`config.mk`:
```
export PLATFORM = sky130hd
export DESIGN_NAME = display_source_sel_flat
export DESIGN_NICKNAME = d
export VERILOG_FILES = /design/src/rtl/display_source_sel_if.sv /design/src/rtl/display_source_sel.sv /design/src/flat_wrapper.sv
export SDC_FILE = /design/constraint.sdc
export NUM_CORES = 1
export LEC_CHECK = 0
export CAP_MARGIN = 10
export CORE_ASPECT_RATIO = 1.75
export CORE_MARGIN = 4
export CORE_UTILIZATION = 50
export CTS_CLUSTER_DIAMETER = 150
export CTS_CLUSTER_SIZE = 20
export DETAILED_ROUTE_END_ITERATION = 8
export HOLD_SLACK_MARGIN = 0.02
export PLACE_DENSITY = 0.8
export SLEW_MARGIN = 10
export SYNTH_ARGS = -nofsm -noshare
export SYNTH_HDL_FRONTEND = slang
export SYNTH_SLANG_ARGS = --single-unit
```
`constraint.sdc`:
```
create_clock -name clk -period 2.2 [get_ports clk]
set_input_delay 0.33 -clock clk [delete_from_list [all_inputs] [get_ports clk]]
set_output_delay 0.33 -clock clk [all_outputs]
set_load 0.005 [all_outputs]
```
`src/rtl/display_source_sel_if.sv`:
```
// Bundle between the display source selector and its environment: key/scan
// controls and source values in, selected index and clamped value out.
interface display_source_sel_if #(
  parameter int N_SRC = 4,
  parameter int SEL_W = 2
);
  logic                 key_n;
  logic                 auto_en;
  logic                 freeze;
  logic [8*N_SRC-1:0]   src_bus;
  logic [SEL_W-1:0]     sel_out;
  logic [7:0]           num_out;
  logic                 ovf;
  logic                 press;

  modport master (
    output key_n, auto_en, freeze, src_bus,
    input  sel_out, num_out, ovf, press
  );

  modport slave (
    input  key_n, auto_en, freeze, src_bus,
    output sel_out, num_out, ovf, press
  );
endinterface

```
`src/rtl/display_source_sel.sv`:
```
// Picks one of N_SRC debug bytes for the two-digit readout, clamps it to 0..99
// and steps the selection on a debounced key press or a periodic scan tick.
module display_source_sel #(
  parameter int N_SRC           = 4,
  parameter int SEL_W           = 2,
  parameter int DEBOUNCE_CYCLES = 16,
  parameter int SCAN_PERIOD     = 50000000
) (
  input logic                clk,
  input logic                rst_n,
  display_source_sel_if.slave bus
);

  typedef enum logic {RELEASED, PRESSED} db_state_e;

  localparam int DB_W = $clog2(DEBOUNCE_CYCLES + 1);
  localparam int SC_W = $clog2(SCAN_PERIOD);
  localparam logic [DB_W-1:0]  DB_LAST  = DB_W'(DEBOUNCE_CYCLES - 1);
  localparam logic [SC_W-1:0]  SC_LAST  = SC_W'(SCAN_PERIOD - 1);
  localparam logic [SEL_W-1:0] SEL_LAST = SEL_W'(N_SRC - 1);

  logic             sync1_q;
  logic             key_s_q;
  db_state_e        db_state_q;
  logic [DB_W-1:0]  db_cnt_q;
  logic             press_q;
  logic [SC_W-1:0]  scan_q, scan_d;
  logic             scan_tick;
  logic [SEL_W-1:0] sel_q, sel_d;
  logic [7:0]       src_val;
  logic [7:0]       num_q, num_d;
  logic             ovf_q, ovf_d;

  // Two-flop synchronizer; idles high so a held key is not seen out of reset.
  // NOTE: sequential state uses <= so every flop samples pre-edge values.
  always_ff @(posedge clk) begin
    if (!rst_n) begin
      sync1_q <= 1'b1;
      key_s_q <= 1'b1;
    end else begin
      sync1_q <= bus.key_n;
      key_s_q <= sync1_q;
    end
  end

  // Debouncer: a level is accepted after DEBOUNCE_CYCLES consecutive samples.
  always_ff @(posedge clk) begin
    if (!rst_n) begin
      db_state_q <= RELEASED;
      db_cnt_q   <= '0;
      press_q    <= 1'b0;
    end else begin
      press_q <= 1'b0;
      unique case (db_state_q)
        RELEASED: begin
          if (key_s_q) begin
            db_cnt_q <= '0;
          end else if (db_cnt_q == DB_LAST) begin
            db_state_q <= PRESSED;
            db_cnt_q   <= '0;
            press_q    <= 1'b1;
          end else begin
            db_cnt_q <= db_cnt_q + DB_W'(1);
          end
        end
        PRESSED: begin
          if (!key_s_q) begin
            db_cnt_q <= '0;
          end else if (db_cnt_q == DB_LAST) begin
            db_state_q <= RELEASED;
            db_cnt_q   <= '0;
          end else begin
            db_cnt_q <= db_cnt_q + DB_W'(1);
          end
        end
      endcase
    end
  end

  // NOTE: every always_comb output gets a default first, so no latch is inferred.
  always_comb begin
    scan_tick = bus.auto_en && (scan_q == SC_LAST);
    scan_d    = scan_q + SC_W'(1);
    if (!bus.auto_en || press_q || scan_tick) scan_d = '0;

    // A forced out-of-range index also wraps to 0 on the next step.
    sel_d = sel_q;
    if (press_q || scan_tick) sel_d = (sel_q >= SEL_LAST) ? '0 : sel_q + SEL_W'(1);

    src_val = '0;
    for (int k = 0; k < N_SRC; k++) begin
      if (sel_q == SEL_W'(k)) src_val = bus.src_bus[8*k +: 8];
    end

    num_d = num_q;
    ovf_d = ovf_q;
    if (!bus.freeze) begin
      ovf_d = (src_val > 8'd99);
      num_d = ovf_d ? 8'd99 : src_val;
    end
  end

  always_ff @(posedge clk) begin
    if (!rst_n) begin
      scan_q <= '0;
      sel_q  <= '0;
      num_q  <= '0;
      ovf_q  <= 1'b0;
    end else begin
      scan_q <= scan_d;
      sel_q  <= sel_d;
      num_q  <= num_d;
      ovf_q  <= ovf_d;
    end
  end

  assign bus.sel_out = sel_q;
  assign bus.num_out = num_q;
  assign bus.ovf     = ovf_q;
  assign bus.press   = press_q;

endmodule

```
`src/flat_wrapper.sv`:
```
// flat-port wrapper written by rule: the top's interface ports become plain ports
module display_source_sel_flat 
#(
  parameter int N_SRC           = 4,
  parameter int SEL_W           = 2,
  parameter int DEBOUNCE_CYCLES = 16,
  parameter int SCAN_PERIOD     = 50000000
)
  (clk, rst_n, bus_key_n, bus_auto_en, bus_freeze, bus_src_bus, bus_sel_out, bus_num_out, bus_ovf, bus_press);
  display_source_sel_if #(.N_SRC(N_SRC), .SEL_W(SEL_W)) bus_i ();
  input logic clk;
  input logic rst_n;
  input wire logic [$bits(bus_i.key_n)-1:0] bus_key_n;
  input wire logic [$bits(bus_i.auto_en)-1:0] bus_auto_en;
  input wire logic [$bits(bus_i.freeze)-1:0] bus_freeze;
  input wire logic [$bits(bus_i.src_bus)-1:0] bus_src_bus;
  output wire logic [$bits(bus_i.sel_out)-1:0] bus_sel_out;
  output wire logic [$bits(bus_i.num_out)-1:0] bus_num_out;
  output wire logic [$bits(bus_i.ovf)-1:0] bus_ovf;
  output wire logic [$bits(bus_i.press)-1:0] bus_press;
  assign bus_i.key_n = bus_key_n;
  assign bus_i.auto_en = bus_auto_en;
  assign bus_i.freeze = bus_freeze;
  assign bus_i.src_bus = bus_src_bus;
  assign bus_sel_out = bus_i.sel_out;
  assign bus_num_out = bus_i.num_out;
  assign bus_ovf = bus_i.ovf;
  assign bus_press = bus_i.press;
  display_source_sel #(.N_SRC(N_SRC), .SEL_W(SEL_W), .DEBOUNCE_CYCLES(DEBOUNCE_CYCLES), .SCAN_PERIOD(SCAN_PERIOD)) u_core (.clk(clk), .rst_n(rst_n), .bus(bus_i));
endmodule
```
Word level (Yosys, flattened, before mapping)
Index checks and enable logic that the tools add are counted.
{ "op_classes": {"addsub": 3, "n_lt_le_gt_ge": 2, "n_eq_ne": 5, "muxes": 15, "n_bitwise": 2, "n_reduce_logical": 8} }
{ "op_table": {"columns": ["op", "n"], "rows": [
  ["8-bit two-way mux", 5],
  ["26-bit by 1-bit adder with 26-bit output (second input constant)", 1],
  ["26-bit equality test (second input constant)", 1],
  ["5-bit two-way mux", 3],
  ["5-bit one-hot mux with 2 select lines", 1],
  ["8-bit by 7-bit > comparator with 1-bit output (second input constant)", 1],
  ["5-bit by 1-bit adder with 5-bit output (second input constant)", 1],
  ["5-bit by 4-bit equality test with 1-bit output (second input constant)", 1],
  ["2-bit equality test (second input constant)", 2],
  ["1-bit two-way mux", 4],
  ["2-bit OR reduction", 2],
  ["1-bit logical OR", 3],
  ["2-bit by 1-bit adder with 2-bit output (second input constant)", 1],
  ["2-bit by 1-bit equality test with 1-bit output (second input constant)", 1],
  ["2-bit greater-or-equal comparator (second input constant)", 1],
  ["2-bit logical NOT", 1],
  ["2-bit two-way mux", 1],
  ["1-bit inverter", 2],
  ["1-bit one-hot mux with 2 select lines", 1],
  ["1-bit logical AND", 1],
  ["1-bit logical NOT", 1]
]} }
{ "word_totals": {"reg_bits": 46, "input_bits": 37, "out_inout_bits": 12, "elab_cells": 44} }

Logic depth before layout (Yosys ltp)
{ "logic_depth": {"ltp_word": 7, "mapped_depth": 8, "ltp_nobuf": 7} }

Worst setup path after synthesis
OpenSTA, ideal clock, no wires.
{ "synth_timing": {"path_kind": "register to register", "start": "register u_core.sel_q[0], in the netlist u_core.bus.sel_out[0]", "end": "register u_core.num_q[2], in the netlist u_core.bus.num_out[2]", "setup_time_ns": 0.074, "t_arrival_ns": 1.871, "t_required_ns": 2.126, "path_slack_ns": 0.255, "stages_incl_launch_ff": 9, "n_path_buf": 1, "synth_period_minus_slack_ns": 1.945, "path_cell_list": "dfxtp_1 inv_1 ha_1 nor2b_1 clkbuf_1 a221o_1 a221oi_2 nand2b_1 o21ai_0"} }
{ "synth_between": {"elab_chain_cells": 7, "word_cells_on_any_way": 10, "cone_classes": "order compare: 1; eq/ne: 3; mux: 5; reduce/logical: 1"} }
{ "synth_rtl": {"columns": ["element", "line_no", "text"], "rows": [
  ["from (decl)", "display_source_sel.sv:29", "logic [SEL_W-1:0] sel_q, sel_d;"],
  ["from (signal assigned)", "display_source_sel.sv:111", "sel_q <= sel_d;"],
  ["2-bit logical NOT", "display_source_sel.sv:92", "if (sel_q == SEL_W'(k)) src_val = bus.src_bus[8*k +: 8];"],
  ["8-bit two-way mux (3 in series)", "display_source_sel.sv:92", null],
  ["8-bit two-way mux (*)", "display_source_sel.sv:92", null],
  ["8-bit by 7-bit > comparator with 1-bit output", "display_source_sel.sv:98", "ovf_d = (src_val > 8'd99);"],
  ["8-bit two-way mux (*)", "display_source_sel.sv:99", "num_d = ovf_d ? 8'd99 : src_val;"],
  ["to (signal assigned)", "display_source_sel.sv:112", "num_q <= num_d;"],
  ["to (decl)", "display_source_sel.sv:31", "logic [7:0] num_q, num_d;"]
]} }
Every way passes the cells marked *; elsewhere a longest branch is shown, timed or not.
A chain may end at the register's enable or synchronous reset.

Worst setup path in the final report
{ "layout_timing": {"start": "register u_core.sel_q[0], in the netlist u_core.bus.sel_out[0]", "end": "register u_core.num_q[1], in the netlist u_core.bus.num_out[1]"} }
Same word-level chain as after synthesis.

==> reports/results.txt <==
The flow ran to the end, and the final reports show no timing, DRC or antenna violations. The clock root buffer master was sky130_fd_sc_hd__clkbuf_8. For the insertion delay of the later-clocked pin in the worst-skew pair, the log shows 0.29 ns.

The run gives 299 as the number of nets in the synthesized netlist. In this run the worst setup path terminates at u_core.bus.num_out[1]$_SDFFE_PN0N_. After detailed placement, the design holds a cell count of 351. HPWL reported at the end of detailed placement: 4085 um. The number of antenna violations at the first check in global routing came out at 0. The worst min-delay path class is flip-flop to flip-flop. The run gives 2 as the CTS H-tree depth.

Dividing the detail-routed via count by the number of cells gives 5.595. The run gives 0.001077 uW as the leakage power figure. The die covers 5541 um2.

For the total number of yosys warnings, the log shows 0. The initial utilization of the core area, before any placement, comes to 52.24%. Sequential cells account for 52.3% of the total power. For the final weighted congestion in routability-driven placement, the log shows 0.9313.

CTS saw 46 sinks. Internal power comes to 1303 uW. The logs give 503.7 MHz for the upper clock frequency limit and 0 for the count of antenna diodes in the layout.

For this run, the post-layout net count is 352. STA classifies the critical path endpoint as a flip-flop. The post-synthesis sequential area ratio is 42.08%. The die outline height came out at 95.52 um. The run gives 4189 um2 as the area of the placeable core. The highest net fanout along the worst path came out at 11.

The minimum clock period after layout is 1.985 ns. Setup violations remaining at the end of the flow were counted as 0. The worst-case clock buffer depth was 2. Relative to the synthesized area, the layout overhead comes to 29.96%.

Post-CTS timing repair inserted 0 buffers for setup. The number of buffers inserted by port buffering came out at 48. The number of top-level design ports is 49.

Endpoint of the most critical register-to-register path: u_core.bus.num_out[1]$_SDFFE_PN0N_. The power per unit of standard cell area came out at 574.1 nW/um2. Detailed routing inserted a total of 2003 vias. Share of the clock period used by the worst path: 90.24%.

The tool flagged a number of max-cap violations equal to 0. Setup repair after global routing left no endpoint under its margin. The number of cells on the worst reg-to-reg path is 7. The summed negative setup slack over all endpoints is 0 ns. The number of pins exceeding their max-slew limit in the final report is 0, and the switching power total is 329.7 uW.

The post-synthesis average cell area works out to 8.548 um2. For the worst path arrival time, the log shows 2.16 ns. The clock power share is 38.6%, and the post-synthesis sequential element count is 46. The overall global routing resource usage is 20.50%. The number of endpoints with negative hold slack in the final report was 0. The number of different library cells used by synthesis comes to 40. TritonCTS built the clock tree. The startpoint of the worst register-to-register path was u_core.bus.sel_out[0]$_SDFFE_PN0P_. The floorplan has 31 rows.

Data on the critical path is required at its endpoint by 2.37 ns. The chip width is 58.01 um, and the final setup skew is 0.003429 ns. The startpoint kind of the worst setup timing path was a flip-flop. The first detailed-routing pass ran for 4 iterations. The number of global-route vias before repair was 2035; the setup slack after layout was 0.2148 ns. The cell area after synthesis was 2188 um2; the total length of routed wires was 5199 um. Across all register-to-register paths, the minimum setup slack is 0.21 ns. The critical path starts at u_core.bus.sel_out[0]$_SDFFE_PN0P_. The critical path in this run is classified as flip-flop to flip-flop.

The logs give 68.98% for the remaining max-slew budget at the tightest pin and 0.5004 mV for the highest ir drop seen on vdd. OpenSTA, run right after detailed placement, puts the worst setup slack at 0.1331 ns. Entering global routing, the biggest net connects 27 pins. In the final routed layout, each cell accounts on average for 14.52 um. The post-synthesis cell count was 256; the register clock-pin slew on the reported worst setup and hold paths was 0.08 ns. The wire length of the first global-routing pass came out at 8728 um.

The fraction of power consumed by combinational cells was 9.1%; the post-detailed-route count of antenna-violating nets was 0. The number of CTS-inserted buffers is 5, and the final cell count without fillers is 358. Of the total power, the share spent switching nets is 20.19%. The final global-route overflow total is 0. The tools report the DRC violation count after routing as 0. The detailed router finished its first iteration with 42 violations. The slew at the pin with the worst max-slew slack is 0.4643 ns, and the layout cell share with drive strength beyond 1 is 6.796%.
## cells in the mapped netlist, drive strengths merged
library cell	instances	area share (%)
nand4b	1	0.40
nor4	3	0.86
a221o	1	0.46
o22ai	4	1.1
and4	3	1.2
nand2b	4	1.1
o31ai	1	0.34
o21a	1	0.34
inv	8	1.4
or3	2	0.57
buf	5	2.9
nor3	5	1.1
ha	6	3.4
a22oi	5	1.7
nand3	22	5.0
clkbuf	6	1.0
dfxtp	46	42
xnor2	8	3.2
and3	7	2.1
a31oi	3	0.86
nor2b	3	0.86
nor2	37	6.5
nand2	19	3.3
a21oi	12	2.7
a21o	1	0.34
mux2i	2	0.91
a21boi	1	0.34
o21ai	10	2.3
o211a	1	0.46
or4	1	0.34
xor2	18	7.2
a221oi	3	1.5
nand4	7	2.0
## power groups by stage
stage	clock network (uW)	registers, uW	logic, uW
6_report	630	853	149
5_1_grt	675	855	162
4_1_cts	647	853	149
3_5_place_dp	0	872	148
3_3_place_gp	0	873	147
2_1_floorplan	0	871	50.1
## sequential cells by signal (all words and copies together), names as in the netlist, named ones only
name / flops
u_core.key_s_q: 1
u_core.bus.ovf: 1
u_core.bus.sel_out: 2
u_core.scan_q: 26
u_core.bus.num_out: 8
u_core.sync1_q: 1
u_core.bus.press: 1
u_core.db_cnt_q: 5
## cells in the final DEF, fill, tap and decap left out, types with 3 or more instances in the layout
cell / synthesis / routed
sky130_fd_sc_hd__inv_1: 8 / 8
sky130_fd_sc_hd__a21oi_1: 12 / 12
sky130_fd_sc_hd__xnor2_1: 8 / 8
sky130_fd_sc_hd__and4_1: 3 / 3
sky130_fd_sc_hd__nand3_1: 22 / 22
sky130_fd_sc_hd__nand4_1: 7 / 7
sky130_fd_sc_hd__and3_1: 6 / 6
sky130_fd_sc_hd__clkdlybuf4s50_1: 0 / 48
sky130_fd_sc_hd__clkbuf_8: 0 / 6
sky130_fd_sc_hd__nor2_1: 36 / 36
sky130_fd_sc_hd__nand2b_1: 4 / 4
sky130_fd_sc_hd__a22oi_1: 5 / 5
sky130_fd_sc_hd__o22ai_1: 4 / 4
sky130_fd_sc_hd__o21ai_0: 9 / 9
sky130_fd_sc_hd__nand2_1: 19 / 19
sky130_fd_sc_hd__dfxtp_1: 46 / 46
sky130_fd_sc_hd__ha_1: 6 / 5
sky130_fd_sc_hd__nor4_1: 3 / 3
sky130_fd_sc_hd__nor3_1: 5 / 5
sky130_fd_sc_hd__a31oi_1: 3 / 3
sky130_fd_sc_hd__xor2_1: 18 / 18
sky130_fd_sc_hd__nor2b_1: 3 / 3
sky130_fd_sc_hd__buf_4: 1 / 8
## area by class of cell
| type | instances | area, um2 |
|---|---|---|
| inverter | 8 | 30.03 |
| clock inverter | 1 | 30.03 |
| timing repair buffer | 57 | 560.5 |
| fill | 358 | 1345 |
| sequential | 46 | 920.9 |
| multi-input combinational | 191 | 1159 |
| clock buffer | 6 | 82.58 |
| tap | 49 | 61.31 |
## critical path, stage by stage, from the launching register on
cell	delay, ns
sky130_fd_sc_hd__dfxtp_1	0.35
sky130_fd_sc_hd__inv_1	0.11
sky130_fd_sc_hd__ha_1	0.41
sky130_fd_sc_hd__nand2b_1	0.20
sky130_fd_sc_hd__o22ai_1	0.19
sky130_fd_sc_hd__a21oi_1	0.09
sky130_fd_sc_hd__o31ai_2	0.38
sky130_fd_sc_hd__a31oi_1	0.13
## how the worst min path moves through the flow
stage                         startpoint                         to  cells past startpoint
2_1_floorplan  u_core.sync1_q$_SDFF_PN1_  u_core.key_s_q$_SDFF_PN1_                      1
3_3_place_gp   u_core.sync1_q$_SDFF_PN1_  u_core.key_s_q$_SDFF_PN1_                      1
3_5_place_dp   u_core.sync1_q$_SDFF_PN1_  u_core.key_s_q$_SDFF_PN1_                      1
4_1_cts        u_core.sync1_q$_SDFF_PN1_  u_core.key_s_q$_SDFF_PN1_                      1
5_1_grt        u_core.sync1_q$_SDFF_PN1_  u_core.key_s_q$_SDFF_PN1_                      1
6_report       u_core.sync1_q$_SDFF_PN1_  u_core.key_s_q$_SDFF_PN1_                      1
## per-stage QoR
stage	power [uW]	hold slack (ns)	util [%]	instance area [um2]
final	1633	0.4234	67.89	2844
after global routing	1692	0.4354	67.89	2844
after CTS	1649	0.4313	67.71	2836
after detailed placement	1021	0.4066	65.02	2724
after global placement	1020	0.4031	65.02	2724
after floorplan	921.5	0.3863	-	2188
## logic make-up after synthesis
| logic type | synth area share, % |
|---|---|
| AND/OR/NAND/NOR | 25.33 |
| flip-flops | 42.08 |
| adder cells (fa/ha/maj) | 3.430 |
| XOR/XNOR | 10.41 |
| multiplexers | 0.9148 |
| buffers and inverters | 5.317 |
| AO/OA/AOI/OAI | 12.52 |
## routing by layer
metal	part of all wire [%]	track usage (%)	vias to the layer above
met5	0	0	-
met4	3.3	12.57	0
met3	5.2	4.336	15
met2	55	38.21	75
met1	37	19.88	921
li1	-	-	992
## timing repair
item / 4_1_cts / 5_1_grt
endpoints found under the setup margin: 0 / 8
hold buffers: 0 / 0
hold endpoints to repair: 0 / 0
resized for setup: 0 / 2
(Power assumes the default switching activity.)
